**src/rtl/serial_add_ctrl.sv**
```systemverilog
// Bit-serial adder: one full_adder reused LSB-first over WIDTH clocks, closed by a carry flop.
// start/busy/done command handshake; Sum/Cout are registered and hold until the next done.

module full_adder (
  input  logic A,
  input  logic B,
  input  logic C,
  output logic Sum,
  output logic Carry
);
  assign Sum   = A ^ B ^ C;
  assign Carry = (A & B) | (C & (A ^ B));
endmodule

module serial_add_ctrl #(
  parameter int WIDTH = 8
) (
  input  logic             clk,
  input  logic             rst_n,
  input  logic             start,
  input  logic [WIDTH-1:0] A,
  input  logic [WIDTH-1:0] B,
  input  logic             Cin,
  output logic             busy,
  output logic             done,
  output logic [WIDTH-1:0] Sum,
  output logic             Cout
);
  localparam int              CNT_W    = (WIDTH > 1) ? $clog2(WIDTH) : 1;
  localparam logic [CNT_W-1:0] LAST_BIT = CNT_W'(WIDTH - 1);

  typedef enum logic [1:0] {
    IDLE = 2'd0,
    RUN  = 2'd1,
    DONE = 2'd2
  } state_t;

  state_t           state;
  state_t           state_nxt;
  logic [CNT_W-1:0] cnt;
  logic [WIDTH-1:0] a_sh;
  logic [WIDTH-1:0] b_sh;
  logic [WIDTH-1:0] partial;
  logic [WIDTH-1:0] partial_nxt;
  logic             carry_q;
  logic             fa_sum;
  logic             fa_carry;

  full_adder fa (
    .A    (a_sh[0]),
    .B    (b_sh[0]),
    .C    (carry_q),
    .Sum  (fa_sum),
    .Carry(fa_carry)
  );

  // Sum bits enter at the MSB end so bit 0 lands in partial[0] after WIDTH shifts.
  generate
    if (WIDTH == 1) begin : g_one
      assign partial_nxt = fa_sum;
    end else begin : g_multi
      assign partial_nxt = {fa_sum, partial[WIDTH-1:1]};
    end
  endgenerate

  always_comb begin
    state_nxt = state;
    case (state)
      IDLE:    if (start) state_nxt = RUN;
      RUN:     if (cnt == LAST_BIT) state_nxt = DONE;
      DONE:    state_nxt = IDLE;
      default: state_nxt = IDLE;
    endcase
  end

  always_ff @(posedge clk) begin
    if (!rst_n) begin
      state   <= IDLE;
      cnt     <= '0;
      carry_q <= 1'b0;
      a_sh    <= '0;
      b_sh    <= '0;
      partial <= '0;
      busy    <= 1'b0;
      done    <= 1'b0;
      Sum     <= '0;
      Cout    <= 1'b0;
    end else begin
      state <= state_nxt;
      busy  <= (state_nxt == RUN);
      done  <= (state_nxt == DONE);
      case (state)
        IDLE: begin
          if (start) begin
            a_sh    <= A;
            b_sh    <= B;
            carry_q <= Cin;
            cnt     <= '0;
          end
        end
        RUN: begin
          partial <= partial_nxt;
          carry_q <= fa_carry;
          a_sh    <= a_sh >> 1;
          b_sh    <= b_sh >> 1;
          cnt     <= cnt + CNT_W'(1);
          // Result is published on the same edge that processes the last bit,
          // so it is already valid while done is high.
          if (cnt == LAST_BIT) begin
            Sum  <= partial_nxt;
            Cout <= fa_carry;
          end
        end
        default: ;
      endcase
    end
  end

endmodule

```
**config.mk**
```make
export PLATFORM = sky130hd
export DESIGN_NAME = serial_add_ctrl
export DESIGN_NICKNAME = d
export VERILOG_FILES = /design/src/rtl/serial_add_ctrl.sv
export SDC_FILE = /design/constraint.sdc
export NUM_CORES = 1
export LEC_CHECK = 0
export ABC_AREA = 1
export ABC_CLOCK_PERIOD_IN_PS = 1400
export BUFFER_PORTS_ARGS = -buffer_cell sky130_fd_sc_hd__clkbuf_2
export CORE_MARGIN = 4
export CORE_UTILIZATION = 55
export CTS_BUF_LIST = sky130_fd_sc_hd__clkbuf_4 sky130_fd_sc_hd__clkbuf_8 sky130_fd_sc_hd__clkbuf_16
export CTS_CLUSTER_SIZE = 14
export DETAILED_ROUTE_END_ITERATION = 7
export GPL_TIMING_DRIVEN = 0
export PLACE_DENSITY = 0.82
export SLEW_MARGIN = 20
export SYNTH_ARGS = -nofsm -noshare
export SYNTH_HDL_FRONTEND = slang
export SYNTH_SLANG_ARGS = --single-unit
```
**constraint.sdc**
```tcl
create_clock -name clk -period 1.4 [get_ports clk]
set_clock_uncertainty 0.05 [all_clocks]
set_input_delay 0.21 -clock clk [delete_from_list [all_inputs] [get_ports clk]]
set_output_delay 0.21 -clock clk [all_outputs]
set_load 0.01 [all_outputs]
```
==> out/results.tsv <==
stage	metric	value	unit
status	outcome	finished, final reports clean	
sta	worst_pin_slew	409.5	ps
routing	drt-initial-drc-count	169	
logic_synthesis	synthTopCellsByArea	dfxtp_1, nand3_1, nand2_1, inv_1, nor2_1	
die	start_util	0.5843	
final_layout	drive_gt1_frac	0.2042	
logic_synthesis	synthCells	251	
run	cap_viol_max_count	0	
die	core	3103	um2
routing	vias	1650	
global_routing	grt_pass1_vias	1383	
setup_path	worstPathArrival	1470	ps
sta	fin_crit_sh	0.9067	
final_layout	n_antenna_cell	0	
die	dieArea	4279	um2
cts	clockBufferDepth	2	
sta	clock.fmax	0.7878	GHz
routing	firstDrtPassIters	4	
setup_path	crit_type	reg -> reg	
routing	wirelength	3.729	mm
final_layout	multi_input_area	782.0	um2
power_and_ir_drop	powerDensity	1046	nW/um2
final_layout	nFillCells	304	
cts	postCtsHoldBufs	0	
logic_synthesis	synth_top_cell_by_area	dfxtp_1	
setup_path	cp.required	1600	ps
setup_path	cp-end-kind	register	
power_and_ir_drop	ir_worst_vdd	0.0008311	V
routing	route.detailed.drc	0	
logic_synthesis	yosys_register_bits	40	
cts	cts_buffers	5	
logic_synthesis	yosysUniqueCellTypes	23	
setup_path	crit_chain	ha_1 > ha_2 > nand3_2 > clkinv_2 > nand2_1 > nand2_1	
global_routing	grt_usage	0.1883	
global_routing	grt_max_degree	12	
setup_path	cp-start-kind	register	
logic_synthesis	ys_warn_count	0	
cts	cts_sinks	40	
placed_design	dp_hpwl	2.704	mm
setup_path	critical_path_buf_inv_count	1	
routing	detail_route.vias_per_cell	4.955	
sta	final_hold_viol_count	0	
cts	ctsRootBufferMaster	clkbuf_4	
logic_synthesis	synth_nets	274	
global_routing	antenna_found_initial	0	
cts	cts_tree	built	
routing	wl_per_cell	11.20	um
sta	maxSlewViolCount	0	
cts	cts.clk_slew.worst_paths	110	ps
final_layout	area_growth	14.77	%
die	die_w	65.42	um
routing	final_antenna_net_count	0	
cts	clock_latency	340	ps
power_and_ir_drop	finalPower	2.176	mW
logic_synthesis	netlist_area	1813	um2
global_routing	grt_first_pass_wirelength	6.210	mm
global_routing	grt-ovfl-total	0	
die	die_height	65.42	um
die	rows	20	
final_layout	nets	312	
min_path	hp-class	in -> reg	
setup_path	cp_top_family	adder cells	
logic_synthesis	avgSynthCellArea	7.223	um2
sta	finalSetupTns	0	ps
cts	htree_levels	2	
logic_synthesis	netlist.area_leader.share	0.4417	
setup_path	cpMostUsedCell	nand2_1	
placed_design	port_buffers	29	
sta	rsz0062_at_grt	false	
setup_path	crit_path_max_fanout	7	
final_layout	final_common_cell	nand2_1	
sta	setup_viol	0	
final_layout	ff_latch_area	800.8	um2
sta	min_period	1269	ps
sta	maxSlewHeadroom	0.7270	
logic_synthesis	synth_seq_area_share	0.4417	
placed_design	gp_congestion	0.7868	
power_and_ir_drop	p_leak	1.063	nW
final_layout	most-common-layout-cells	nand2_1, dfxtp_1, nand3_1, inv_1, clkbuf_2	
setup_path	slowest_stage	dfxtp_1	
die	boundaryPins	31	
setup_path	slowest_delay	340	ps
-- worst register-to-register path, stage by stage, from the launching register on --
cell	delay [ps]
dfxtp_1	340
ha_1	210
ha_2	210
nand3_2	120
clkinv_2	130
nand2_1	80
nand2_1	40
-- stage by stage --
stage | cell area, um2 | setup WS (ps) | utilization | instances | hold slack (ps)
2_1_floorplan | 1813 | 233.8 | - | 251 | 301.1
3_3_place_gp | 2013 | 128.3 | 0.6488 | 324 | 389.9
3_5_place_dp | 2013 | 101.9 | 0.6488 | 324 | 394.7
4_1_cts | 2063 | 87.47 | 0.6649 | 331 | 32.80
5_1_grt | 2081 | 17.34 | 0.6706 | 333 | 29.31
6_report | 2081 | 130.6 | 0.6706 | 333 | 34.61
-- final timing paths --
kind / start / endpoint / slack [ps] / depth (start not counted)
worst max register to register: cnt[0] / Sum[4] / 130 / 6
worst max-delay path: cnt[0] / Sum[4] / 130 / 6
worst min-delay path: B[3] / b_sh[3] / 30 / 3
worst min register to register: cnt[0] / cnt[0] / 420 / 1
-- state kept, by name (all words and copies together), names as in the netlist, 2 cells and up --
signal   flops
Sum          8
a_sh         8
b_sh         8
partial      7
cnt          3
state        2
-- layer usage --
metal,share of wire,up-vias,track usage
met5,0,-,0
met4,0.016,0,0.06995
met3,0.056,7,0.04274
met2,0.46,33,0.2870
met1,0.47,748,0.2594
li1,-,862,-
-- synthesized netlist by cell type (all sizes together) --
| cell type | number |
|---|---|
| buf | 13 |
| o21ai | 10 |
| dfxtp | 40 |
| nor2 | 28 |
| clkinv | 1 |
| nor3 | 15 |
| nand3b | 3 |
| ha | 2 |
| o21a | 2 |
| fa | 1 |
| clkbuf | 1 |
| inv | 35 |
| nand2 | 51 |
| nand3 | 41 |
| a21oi | 8 |
-- cells by family (layout without fill, tap and decap cells) --
| logic type | count (synthesis) | after routing | synth area share |
|---|---|---|---|
| AOI/OAI and AO/OA | 20 | 20 | 0.05797 |
| adders and majority gates | 3 | 3 | 0.02484 |
| buffers and inverters | 50 | 88 | 0.1284 |
| DFF | 40 | 40 | 0.4417 |
| and+or+nand+nor | 138 | 138 | 0.3471 |
-- where the power goes --
group	leakage [nW]	total (mW)	switching (mW)	internal (mW)
sequential	0.329	1.24	0.0301	1.21
combinational	0.703	0.372	0.216	0.156
clock	0.0315	0.564	0.359	0.205
total	1.06	2.18	0.605	1.57
-- cell type report --
class	instances	share of cell area
sequential	40	0.3848
multi-input combinational	161	0.3758
timing repair buffer	31	0.07697
inverter	36	0.06554
buffer	14	0.04630
tap	44	0.02646
clock buffer	6	0.02165
clock inverter	1	0.002405
-- repair_timing --
action                                 4_1_cts  5_1_grt
resized for setup                            0        1
setup endpoints to repair                    0        7
buffers inserted                             0        2
endpoints found under the hold margin        0        0
Power figures use the tool's default switching activity.
